## src/rtl/pipe4_pkg.sv

```systemverilog
`default_nettype none
// ============================================================================
// Module : pipe4_pkg
// Desc   : Shared instruction types, func decode helpers and FSM encoding
//          for the pipe4 issue controller.
// Rev    : 1.0 - initial release
// ============================================================================
package pipe4_pkg;

    typedef enum logic [3:0] {
        FN_ADD   = 4'd0,
        FN_SUB   = 4'd1,
        FN_AND   = 4'd2,
        FN_PASSA = 4'd3,
        FN_PASSB = 4'd4,
        FN_OR    = 4'd5,
        FN_XOR   = 4'd6,
        FN_CMP   = 4'd7,
        FN_LOAD  = 4'd8,
        FN_STORE = 4'd9,
        FN_NOT   = 4'd10,
        FN_SHL   = 4'd11
    } func_e;

    localparam logic [3:0] FUNC_LAST = 4'd11;

    typedef struct packed {
        logic [3:0] rs1;
        logic [3:0] rs2;
        logic [3:0] rd;
        logic [3:0] func;
        logic [7:0] addr;
    } instr_t;

    // Only the fields that take part in the hazard check.
    typedef struct packed {
        logic [3:0] rs1;
        logic [3:0] rs2;
        logic [3:0] func;
    } src_t;

    typedef enum logic [1:0] {
        ST_IDLE  = 2'd0,
        ST_RUN   = 2'd1,
        ST_STALL = 2'd2
    } state_e;

    function automatic logic uses_rs1(input logic [3:0] func);
        case (func)
            FN_ADD, FN_SUB, FN_AND, FN_PASSA, FN_OR, FN_XOR, FN_CMP,
            FN_LOAD, FN_NOT, FN_SHL: uses_rs1 = 1'b1;
            default:                 uses_rs1 = 1'b0;
        endcase
    endfunction

    function automatic logic uses_rs2(input logic [3:0] func);
        case (func)
            FN_ADD, FN_SUB, FN_AND, FN_OR, FN_XOR, FN_CMP,
            FN_PASSB, FN_STORE: uses_rs2 = 1'b1;
            default:            uses_rs2 = 1'b0;
        endcase
    endfunction

    function automatic logic is_illegal(input logic [3:0] func);
        return func > FUNC_LAST;
    endfunction

    function automatic logic reads_reg(input src_t s, input logic [3:0] rd);
        return (uses_rs1(s.func) && (s.rs1 == rd)) ||
               (uses_rs2(s.func) && (s.rs2 == rd));
    endfunction

endpackage
`default_nettype wire

```

## src/rtl/pipe4_instr_fifo.sv

```systemverilog
`default_nettype none
// ============================================================================
// Module : pipe4_instr_fifo
// Desc   : DEPTH-entry instruction queue with occupancy and next-head lookahead.
// Rev    : 1.0 - initial release
// ============================================================================
module pipe4_instr_fifo
    import pipe4_pkg::*;
#(
    parameter int DEPTH = 4
) (
    input  logic                    clk1,
    input  logic                    reset,
    input  logic                    push_i,
    input  logic                    pop_i,
    input  logic                    flush_i,
    input  instr_t                  wdata_i,
    output instr_t                  head_o,
    output src_t                    head_nx_o,
    output logic                    full_o,
    output logic                    empty_o,
    output logic [$clog2(DEPTH):0]  count_o,
    output logic [$clog2(DEPTH):0]  count_nx_o
);

    localparam int AW = $clog2(DEPTH);
    localparam int CW = AW + 1;

    instr_t          mem_q [DEPTH];
    logic [AW-1:0]   wr_ptr_q, wr_ptr_d;
    logic [AW-1:0]   rd_ptr_q, rd_ptr_d;
    logic [CW-1:0]   count_q, count_d;
    logic            w_push, w_pop, w_nx_is_new;

    assign full_o  = (count_q == CW'(DEPTH));
    assign empty_o = (count_q == '0);
    assign w_push  = push_i && !full_o && !flush_i;
    assign w_pop   = pop_i && !empty_o && !flush_i;

    always_comb begin
        wr_ptr_d = wr_ptr_q + AW'(w_push);
        rd_ptr_d = rd_ptr_q + AW'(w_pop);
        count_d  = count_q + CW'(w_push) - CW'(w_pop);
        if (flush_i) begin
            wr_ptr_d = '0;
            rd_ptr_d = '0;
            count_d  = '0;
        end
    end

    always_ff @(posedge clk1 or posedge reset) begin
        if (reset) begin
            wr_ptr_q <= '0;
            rd_ptr_q <= '0;
            count_q  <= '0;
        end else begin
            wr_ptr_q <= wr_ptr_d;
            rd_ptr_q <= rd_ptr_d;
            count_q  <= count_d;
        end
    end

    always_ff @(posedge clk1) begin
        if (w_push) mem_q[wr_ptr_q] <= wdata_i;
    end

    // The next head is the word being written when the queue would otherwise drain.
    assign w_nx_is_new = w_push && (rd_ptr_d == wr_ptr_q);

    always_comb begin
        if (w_nx_is_new)
            head_nx_o = {wdata_i.rs1, wdata_i.rs2, wdata_i.func};
        else
            head_nx_o = {mem_q[rd_ptr_d].rs1, mem_q[rd_ptr_d].rs2, mem_q[rd_ptr_d].func};
    end

    assign head_o     = mem_q[rd_ptr_q];
    assign count_o    = count_q;
    assign count_nx_o = count_d;

endmodule
`default_nettype wire

```

## src/rtl/pipe4_issue_ctrl.sv

```systemverilog
`default_nettype none
// ============================================================================
// Module : pipe4_issue_ctrl
// Desc   : Queued in-order issue with a WB_LAT-deep destination scoreboard.
//          Define PIPE4_ISSUE_STATS_EN to add issued_cnt / stall_cnt outputs.
// Rev    : 1.0 - initial release
// ============================================================================
module pipe4_issue_ctrl
    import pipe4_pkg::*;
#(
    parameter int DEPTH  = 4,
    parameter int WB_LAT = 2
) (
    input  logic                    clk1,
    input  logic                    reset,
    input  logic                    in_valid,
    output logic                    in_ready,
    input  logic [3:0]              in_rs1,
    input  logic [3:0]              in_rs2,
    input  logic [3:0]              in_rd,
    input  logic [3:0]              in_func,
    input  logic [7:0]              in_addr,
    input  logic                    flush,
    output logic                    iss_valid,
    output logic [3:0]              iss_rs1,
    output logic [3:0]              iss_rs2,
    output logic [3:0]              iss_rd,
    output logic [3:0]              iss_func,
    output logic [7:0]              iss_addr,
    output logic                    illegal,
    output logic                    stall,
    output logic                    busy,
    output logic [$clog2(DEPTH):0]  count
`ifdef PIPE4_ISSUE_STATS_EN
    ,
    output logic [31:0]             issued_cnt,
    output logic [31:0]             stall_cnt
`endif
);

    localparam int CW = $clog2(DEPTH) + 1;

    instr_t             w_wdata, w_head, iss_q;
    src_t               w_head_nx;
    logic               w_full, w_empty, w_push, w_pop, w_issue, w_discard;
    logic               w_hazard, w_hazard_nx;
    logic [CW-1:0]      w_count, w_count_nx;
    logic [WB_LAT-1:0]  sb_vld_q, sb_vld_d;
    logic [3:0]         sb_rd_q [WB_LAT];
    logic [3:0]         sb_rd_d [WB_LAT];
    state_e             state_q, state_d;
    logic               iss_valid_q, illegal_q;

    assign w_wdata = {in_rs1, in_rs2, in_rd, in_func, in_addr};

    pipe4_instr_fifo #(
        .DEPTH      (DEPTH)
    ) u_fifo (
        .clk1       (clk1),
        .reset      (reset),
        .push_i     (w_push),
        .pop_i      (w_pop),
        .flush_i    (flush),
        .wdata_i    (w_wdata),
        .head_o     (w_head),
        .head_nx_o  (w_head_nx),
        .full_o     (w_full),
        .empty_o    (w_empty),
        .count_o    (w_count),
        .count_nx_o (w_count_nx)
    );

    always_comb begin
        w_push    = in_valid && !w_full && !flush;
        w_discard = !w_empty && !flush && is_illegal(w_head.func);
        w_issue   = !w_empty && !flush && !is_illegal(w_head.func) && !w_hazard;
        w_pop     = w_issue || w_discard;
    end

    always_comb begin
        w_hazard = 1'b0;
        for (int i = 0; i < WB_LAT; i++) begin
            if (sb_vld_q[i] && reads_reg({w_head.rs1, w_head.rs2, w_head.func}, sb_rd_q[i]))
                w_hazard = 1'b1;
        end
    end

    always_comb begin
        sb_vld_d[0] = w_issue;
        sb_rd_d[0]  = w_issue ? w_head.rd : 4'd0;
        for (int i = 1; i < WB_LAT; i++) begin
            sb_vld_d[i] = sb_vld_q[i-1];
            sb_rd_d[i]  = sb_rd_q[i-1];
        end
    end

    // Lookahead so the registered state already describes the head seen next cycle.
    always_comb begin
        w_hazard_nx = 1'b0;
        for (int i = 0; i < WB_LAT; i++) begin
            if (sb_vld_d[i] && reads_reg(w_head_nx, sb_rd_d[i]))
                w_hazard_nx = 1'b1;
        end
    end

    always_comb begin
        state_d = state_q;
        if (flush || (w_count_nx == '0))
            state_d = ST_IDLE;
        else if (w_hazard_nx && !is_illegal(w_head_nx.func))
            state_d = ST_STALL;
        else
            state_d = ST_RUN;
    end

    always_ff @(posedge clk1 or posedge reset) begin
        if (reset) begin
            state_q     <= ST_IDLE;
            sb_vld_q    <= '0;
            for (int i = 0; i < WB_LAT; i++) sb_rd_q[i] <= 4'd0;
            iss_q       <= '0;
            iss_valid_q <= 1'b0;
            illegal_q   <= 1'b0;
        end else begin
            state_q     <= state_d;
            sb_vld_q    <= sb_vld_d;
            for (int i = 0; i < WB_LAT; i++) sb_rd_q[i] <= sb_rd_d[i];
            iss_valid_q <= w_issue;
            illegal_q   <= w_discard;
            if (w_issue) iss_q <= w_head;
        end
    end

    assign in_ready  = !w_full;
    assign iss_valid = iss_valid_q;
    assign iss_rs1   = iss_q.rs1;
    assign iss_rs2   = iss_q.rs2;
    assign iss_rd    = iss_q.rd;
    assign iss_func  = iss_q.func;
    assign iss_addr  = iss_q.addr;
    assign illegal   = illegal_q;
    assign stall     = (state_q == ST_STALL);
    assign busy      = !w_empty || (|sb_vld_q);
    assign count     = w_count;

`ifdef PIPE4_ISSUE_STATS_EN
    logic [31:0] issued_cnt_q, stall_cnt_q;

    always_ff @(posedge clk1 or posedge reset) begin
        if (reset) begin
            issued_cnt_q <= '0;
            stall_cnt_q  <= '0;
        end else begin
            if (w_issue && (issued_cnt_q != '1)) issued_cnt_q <= issued_cnt_q + 32'd1;
            if (stall && (stall_cnt_q != '1))    stall_cnt_q  <= stall_cnt_q + 32'd1;
        end
    end

    assign issued_cnt = issued_cnt_q;
    assign stall_cnt  = stall_cnt_q;
`endif

endmodule
`default_nettype wire

```

## config.mk

```make
export PLATFORM = sky130hd
export DESIGN_NAME = pipe4_issue_ctrl
export DESIGN_NICKNAME = d
export VERILOG_FILES = /design/src/rtl/pipe4_pkg.sv /design/src/rtl/pipe4_instr_fifo.sv /design/src/rtl/pipe4_issue_ctrl.sv
export SDC_FILE = /design/constraint.sdc
export NUM_CORES = 1
export LEC_CHECK = 0
export BUFFER_PORTS_ARGS = -buffer_cell sky130_fd_sc_hd__buf_2
export CAP_MARGIN = 20
export CORE_MARGIN = 2
export CORE_UTILIZATION = 30
export CTS_CLUSTER_DIAMETER = 100
export DETAILED_ROUTE_END_ITERATION = 16
export GPL_ROUTABILITY_DRIVEN = 0
export HOLD_SLACK_MARGIN = 0.03
export SETUP_SLACK_MARGIN = 0.3
export SYNTH_ARGS = -nofsm -noshare
export SYNTH_HDL_FRONTEND = slang
export SYNTH_HIERARCHICAL = 1
export SYNTH_SLANG_ARGS = --single-unit
export TNS_END_PERCENT = 10
```

## constraint.sdc

```tcl
create_clock -name clk1 -period 14.2 [get_ports clk1]
set_input_delay 2.13 -clock clk1 [delete_from_list [all_inputs] [get_ports clk1]]
set_output_delay 2.13 -clock clk1 [all_outputs]
set_load 0.01 [all_outputs]
```

==> flow_summary.yaml, run 1 <==
final_layout:
  area_delta_synth_final_pct: 18.22
  multi_input_area_sq_um: 2267
  drive_gt1_share_pct: 37.58
  final_util_pct: 36.11
  stdcell_count: 723
  fillers: 1997
  final_nets: 467
  ff_latch_area_sq_um: 3985
worst_setup_path:
  crit_path_start_kind: "register"
  cp-startpoint: "u_fifo/rd_ptr_q[0]$_DFF_PP0_"
  setup.worst_path.class: "reg2reg"
  critPathArrivalTime_ns: 6.56
  cp_data_required_time_ns: 14.53
  end_kind: "register"
  reg2reg_from: "u_fifo/rd_ptr_q[0]$_DFF_PP0_"
  cp_max_fo: 26
timing:
  min_period_ns: 6.230
  max_freq_ghz: 0.1605
  worst_clock_skew_ns: 0.01019
  layout_setup_ws_ns: 7.970
  rsz0062_at_grt: "false"
  drv_slew: 0
  setup_tns_ns: 0
  period_share_pct: 43.87
  tightest_slew_ns: 0.9106
  finalSetupViolations: 0
  hold_violations: 0
  relSlewSlack_pct: 39.29
synthesis:
  synth_fp_nets: 398
  synth_area_sq_um: 6401
  ys_top_cells_by_area: "edfxtp_1 45%, dfrtp_1 17%, mux4_2 8.4%"
  yosysMostFrequentCell: "edfxtp_1"
  synth_common_cells: "96 x edfxtp_1, 44 x dfrtp_1, 39 x mux2i_1, 29 x mux2_4, 26 x xnor2_1"
  synthFlopType: "edfxtp_1"
  synth_cell_types: 47
  ys_seq_elements: 140
  syn_area_per_cell_sq_um: 17.54
  yosys_warnings: 6
  synth_area_leader_cell: "edfxtp_1"
  yosysSeqAreaShare_pct: 62.24
  syn_inst: 365
  synth_top_cell_area_share_pct: 45.04
  ys_async_sr_fraction_pct: 31.43
  synth_edf_count: 96
clocking:
  clock_latency_ns: 0.41
  cts_tree: "done"
  clockBufferDepth: 2
  cts.repair.resized: 0
  cts.sinks: 140
  htree_levels: 4
  clk_pin_slew_ns: 0.06
  cts_made_buffers: 17
  cts_root_buf: "clkbuf_16"
  cts_setup_buffers: 0
  ctsHoldBuffers: 0
detailed_routing:
  num_vias: 3299
  drt_iter0_drc: 192
  drc: 0
  antenna_left: 0
  routed_wl_mm: 12.94
  routedWlPerCell_um: 17.89
  via_per_inst: 4.563
  firstDrtPassIters: 4
die:
  ios: 60
  row_count: 53
  fp.dieH_um: 150.1
  core_sq_um: 20960
  die_w_um: 150.1
  initial_utilization_pct: 30.55
  die_area_sq_um: 22520
pwr:
  p_leak_nw: 2.798
  finalPower_mw: 1.125
  p_per_area_nw_per_um2: 148.7
  ir_drop_mv: 0.06065
global_route:
  grt_use_total_pct: 12.47
  grt_max_degree: 38
  grt-ovfl-total: 0
  grt_antenna_before_repair: 1
  grt_pass1_vias: 3595
  grt_pass1_wl_mm: 20.45
placed_design:
  place_hpwl_mm: 8.604
  place_inst: 690
  port_buffers: 59
  pre_cts_ws_ns: 7.603
flow_run:
  drv_cap: 0
status:
  run_status: "complete, no violations"
hold_path:
  hp-class: "reg2reg"
  hold_start: "iss_rd[1]$_DFFE_PP0N_"
==> cell families (layout without fill, tap and decap cells) <==
family,Yosys count,in the layout,share of synthesized area [%]
buf+inv,23,105,2.502
simple gates,47,47,4.594
xor+xnor,37,37,5.180
other cells,0,1,0
fa+ha+maj,5,5,1.095
flops,140,140,62.24
compound gates,13,13,1.642
mux,100,100,22.75
==> per-layer routing <==
metal | global-route usage [%] | routed length (um) | up-vias
li1 | - | - | 1538
met5 | 0 | 0 | -
met2 | 20.94 | 6602 | 58
met4 | 2.830 | 102 | 0
met3 | 4.390 | 648 | 7
met1 | 15.48 | 5581 | 1696
==> worst paths after layout <==
| path | endpoint | slack [ns] | depth (start not counted) |
|---|---|---|---|
| worst max register to register | state_q[1]$_DFF_PP0_ | 7.97 | 19 |
| worst min register to register | iss_rd[1]$_DFFE_PP0N_ | 0.50 | 1 |
| worst min-delay path | iss_rd[1]$_DFFE_PP0N_ | 0.50 | 1 |
| worst max-delay path | state_q[1]$_DFF_PP0_ | 7.97 | 19 |
| max in group asynchronous | iss_addr[3]$_DFFE_PP0N_ | 11.96 | 3 |
| min in group asynchronous | u_fifo/wr_ptr_q[1]$_DFF_PP0_ | 1.66 | 2 |
==> critical path: stages, from the launching register on <==
cell and delay, ns:
dfrtp_2 0.96, mux4_2 0.66, nand2b_1 0.18, mux2_1 0.22, o22ai_1 0.07, a2111o_1 0.43
inv_1 0.16, or2_2 0.14, nor3b_1 0.27, ha_1 0.29, nor2b_2 0.15, buf_4 0.26
xnor2_1 0.28, nand4b_4 0.32, mux2_4 0.42, xor2_1 0.15, nor4_1 0.45, o21ai_0 0.16
a221oi_1 0.42, o2bb2ai_1 0.16
==> metrics by stage <==
stage                     cell area [sq um]  hold WS [ns]
after global routing                   7565        0.5134
after detailed placement               6967        0.4910
after floorplan                        6401        0.4821
final                                  7567        0.5016
after CTS                              7565        0.5041
after global placement                 6967        0.4870
==> state kept, by name (all words and copies together), names as in the netlist, 4 cells and up <==
register      cells
u_fifo/mem_q     96
iss_addr          8
iss_func          4
iss_rd            4
iss_rs1           4
iss_rs2           4
sb_rd_d           4
sb_rd_q           4
==> power by group <==
group | switching [mW] | total, mW | internal, mW
registers | 0.0252 | 0.505 | 0.480
clock network | 0.168 | 0.445 | 0.278
logic | 0.0787 | 0.175 | 0.0959
==> area by class of cell <==
cell class                 instances  share of cell area [%]
antenna                            1                 0.03307
clock buffer                      19                   5.721
clock inverter                    13                   2.183
inverter                           8                  0.3968
multi-input combinational        202                   29.96
sequential                       140                   52.66
tap                              275                   4.547
timing repair buffer              65                   4.497
==> cells in the final DEF, fill, tap and decap left out, drive strengths merged, types with 6 or more instances in the layout <==
cell type,instances
mux4,24
dfrtp,44
nor3,6
xnor2,27
buf,65
xor2,10
edfxtp,96
inv,10
nor2,8
nand2,7
mux2i,39
clkbuf,19
mux2,37
No activity file was read; power rests on OpenSTA's default activity.
==> inputs of run 2 (changes only) <==
--- a/config.mk
+++ b/config.mk
@@ -5,6 +5,7 @@
 export SDC_FILE = /design/constraint.sdc
 export NUM_CORES = 1
 export LEC_CHECK = 0
+export ABC_AREA = 1
 export BUFFER_PORTS_ARGS = -buffer_cell sky130_fd_sc_hd__buf_2
 export CAP_MARGIN = 20
 export CORE_MARGIN = 2
==> constraint.sdc (replaced) <==
create_clock -name clk1 -period 5.75 [get_ports clk1]
set_input_delay 0.8625 -clock clk1 [delete_from_list [all_inputs] [get_ports clk1]]
set_output_delay 0.8625 -clock clk1 [all_outputs]
set_load 0.01 [all_outputs]
==> flow_summary.yaml, run 2 <==
final_layout:
  mostFrequentLayoutCells: "244 x nand2_1, 96 x edfxtp_1, 75 x nor2_1, 64 x o21ai_0, 59 x buf_2"
  area_delta_synth_final_pct: 18.31
  stdcell_count: 1066
  drive_gt1_share_pct: 17.47
  final_nets: 804
  regMostFlops: "u_fifo/mem_q"
  finish.instance_area_sq_um: 7865
  final_common_cell: "nand2_1"
  largest_reg_flops: 96
placed_design:
  port_buffers: 59
  dpl_cell_area_sq_um: 7248
  place_inst: 1031
  place_hpwl_mm: 11.22
synthesis:
  synth_top_family_by_area: "simple AND/OR/NAND/NOR gates"
  yosys_warnings: 6
  synth_fa_ha_area_share_pct: 1.054
  synth_top_cell_area_share_pct: 43.37
  synth_mux_area_share_pct: 0.1506
  post_synth_xor_area_fraction_pct: 1.845
  synth_area_leader_cell: "edfxtp_1"
  yosysSeqAreaShare_pct: 59.93
  synth_edf_count: 96
  synth_fp_nets: 741
  yosysMostFrequentCell: "nand2_1"
  ys_top_cells_by_area: "edfxtp_1 43%, dfrtp_1 17%, nand2_1 14%"
  synth_cell_types: 34
  synth_compound_area_share_pct: 7.962
  ys_async_sr_fraction_pct: 31.43
  synthFlopType: "edfxtp_1"
  synth_common_cells: "244 x nand2_1, 96 x edfxtp_1, 75 x nor2_1, 64 x o21ai_0, 46 x inv_1"
  ys_seq_elements: 140
  syn_inst: 708
  yosys.area_share.simple_pct: 23.83
  syn_area_per_cell_sq_um: 9.389
  synth_area_sq_um: 6648
die:
  initial_utilization_pct: 30.56
  row_count: 54
  ios: 60
  die_area_sq_um: 23370
  core_sq_um: 21760
  die_w_um: 152.9
  fp.dieH_um: 152.9
timing:
  finalSetupViolations: 0
  tightest_slew_ns: 0.6319
  relSlewSlack_pct: 57.87
  max_freq_ghz: 0.2055
  min_period_ns: 4.866
  rsz0062_at_grt: "false"
  setup_tns_ns: 0
  period_share_pct: 84.62
  hold_violations: 0
  worst_clock_skew_ns: 0.007623
  drv_slew: 0
global_route:
  grt_use_total_pct: 14.31
  grt_busiest_layer: "met2"
  grtUsageMet2_pct: 21.50
  grt_antenna_before_repair: 5
  grt_pass1_vias: 4773
  met1_usage_pct: 19.47
  use_met3_pct: 4.735
  grt_max_degree: 50
  grt-ovfl-total: 0
  grt_pass1_wl_mm: 26.04
pwr:
  p_per_area_nw_per_um2: 342.5
  intPower_mw: 2.002
  ir_drop_mv: 0.1792
  swShare_pct: 25.70
  p_leak_nw: 3.491
  combinationalPowerShare_pct: 13.5
  finalPower_mw: 2.694
  p_seq_share_pct: 45.6
  clkPwrFrac_pct: 40.8
  switchingPower_mw: 0.6922
detailed_routing:
  drt_iter0_drc: 456
  routed_wl_mm: 16.23
  firstDrtPassIters: 5
  drc: 0
  antenna_left: 0
  num_vias: 4983
  via_per_inst: 4.674
  routedWlPerCell_um: 15.23
worst_setup_path:
  cp.depth: 27
  setup.worst_path.class: "reg2reg"
  r2r_cells: 27
  crit_path_start_kind: "register"
  critical-path-top-delay-family: "simple AND/OR/NAND/NOR gates"
  crit_top_cell: "nand2_1"
  end_kind: "register"
  ff2ff_setup_slack_ns: 0.88
  critPathArrivalTime_ns: 5.18
  max_stage_delay_ns: 0.48
  path_buf_inv: 3
  slowest_stage: "nor2_2"
  cp_max_fo: 49
  cp_data_required_time_ns: 6.06
clocking:
  cts_root_buf: "clkbuf_16"
  cts.sinks: 140
  cts_tree: "done"
  cts_made_buffers: 17
  htree_levels: 4
  clockBufferDepth: 2
  clock_latency_ns: 0.42
  clk_pin_slew_ns: 0.06
flow_run:
  drv_cap: 0
hold_path:
  hp-class: "in2async"
status:
  run_status: "complete, no violations"
run 2: worst reg2reg max path: stages, from the launching register on:
cell,delay (ns)
dfrtp_1,0.39
buf_4,0.44
o21ai_0,0.16
o22ai_1,0.46
inv_1,0.13
o21ai_1,0.14
nand2_1,0.12
nand3_1,0.13
nand2_2,0.09
nand2_2,0.14
nand3_2,0.09
o21ai_0,0.11
nand2_1,0.08
nor2_1,0.19
ha_1,0.25
inv_1,0.15
nor2_2,0.48
nand2_1,0.13
nand2_1,0.09
nand2_1,0.04
nand2_1,0.08
nand2_1,0.05
nand2_1,0.11
xor2_1,0.09
o41ai_1,0.36
nand2_1,0.13
nand2_1,0.11
nor2_2,0.03
run 2: power by group through the flow:
stage | Clock, mW | Sequential, mW | Combinational, mW
finish | 1.10 | 1.23 | 0.365
global route | 1.17 | 1.24 | 0.411
global placement | 0 | 1.25 | 0.365
floorplan | 0 | 1.29 | 0.178
detailed placement | 0 | 1.25 | 0.370
CTS | 1.13 | 1.23 | 0.370
run 2: kinds of logic (layout without fill, tap and decap cells):
family                     after synthesis  count (layout)
AOI/OAI and AO/OA                       96              96
xor gates and xnor gates                14              14
adders and majority gates                5               5
buffers and inverters                   79             154
DFF                                    140             140
muxes                                    1               1
other                                    0               2
and+or+nand+nor                        373             374
run 2: repair_timing:
item / CTS / global route
resized for setup: 0 / 3
setup buffers: 0 / 0
hold buffers: 0 / 0
setup endpoints to repair: 0 / 2
run 2: routing by layer:
metal	wire [um]	vias to the layer above
met4	195	4
met1	7478	2341
met2	7330	149
met3	1199	16
met5	27	-
li1	-	2473
run 2: worst paths after layout:
kind,to,start
max in group asynchronous,sb_rd_q[1]$_DFF_PP0_,reset
worst max-delay path,state_q[0]$_DFF_PP0_,u_fifo/rd_ptr_q[0]$_DFF_PP0_
worst min register to register,iss_rd[0]$_DFFE_PP0N_,iss_rd[0]$_DFFE_PP0N_
worst min-delay path,u_fifo/wr_ptr_q[0]$_DFF_PP0_,reset
worst max register to register,state_q[0]$_DFF_PP0_,u_fifo/rd_ptr_q[0]$_DFF_PP0_
min in group clk1,iss_rd[0]$_DFFE_PP0N_,iss_rd[0]$_DFFE_PP0N_
run 2: area by class of cell:
type | count | area (sq um)
Timing Repair Buffer | 70 | 377.9
Inverter | 52 | 205.2
Multi-Input combinational cell | 490 | 2342
Fill cell | 2195 | 13890
Clock buffer | 19 | 432.9
Sequential cell | 140 | 3985
Clock inverter | 13 | 166.4
Antenna cell | 2 | 5.005
Tap cell | 280 | 350.3
run 2: per-stage QoR:
stage | worst slack (ns) | utilization (%) | hold slack, ns
2_1_floorplan | 1.447 | - | 0.4655
3_3_place_gp | 0.8169 | 33.32 | 0.4528
3_5_place_dp | 0.6688 | 33.32 | 0.4543
4_1_cts | 0.6443 | 36.07 | 0.3748
5_1_grt | 0.3908 | 36.14 | 0.4030
6_report | 0.8843 | 36.15 | 0.3880
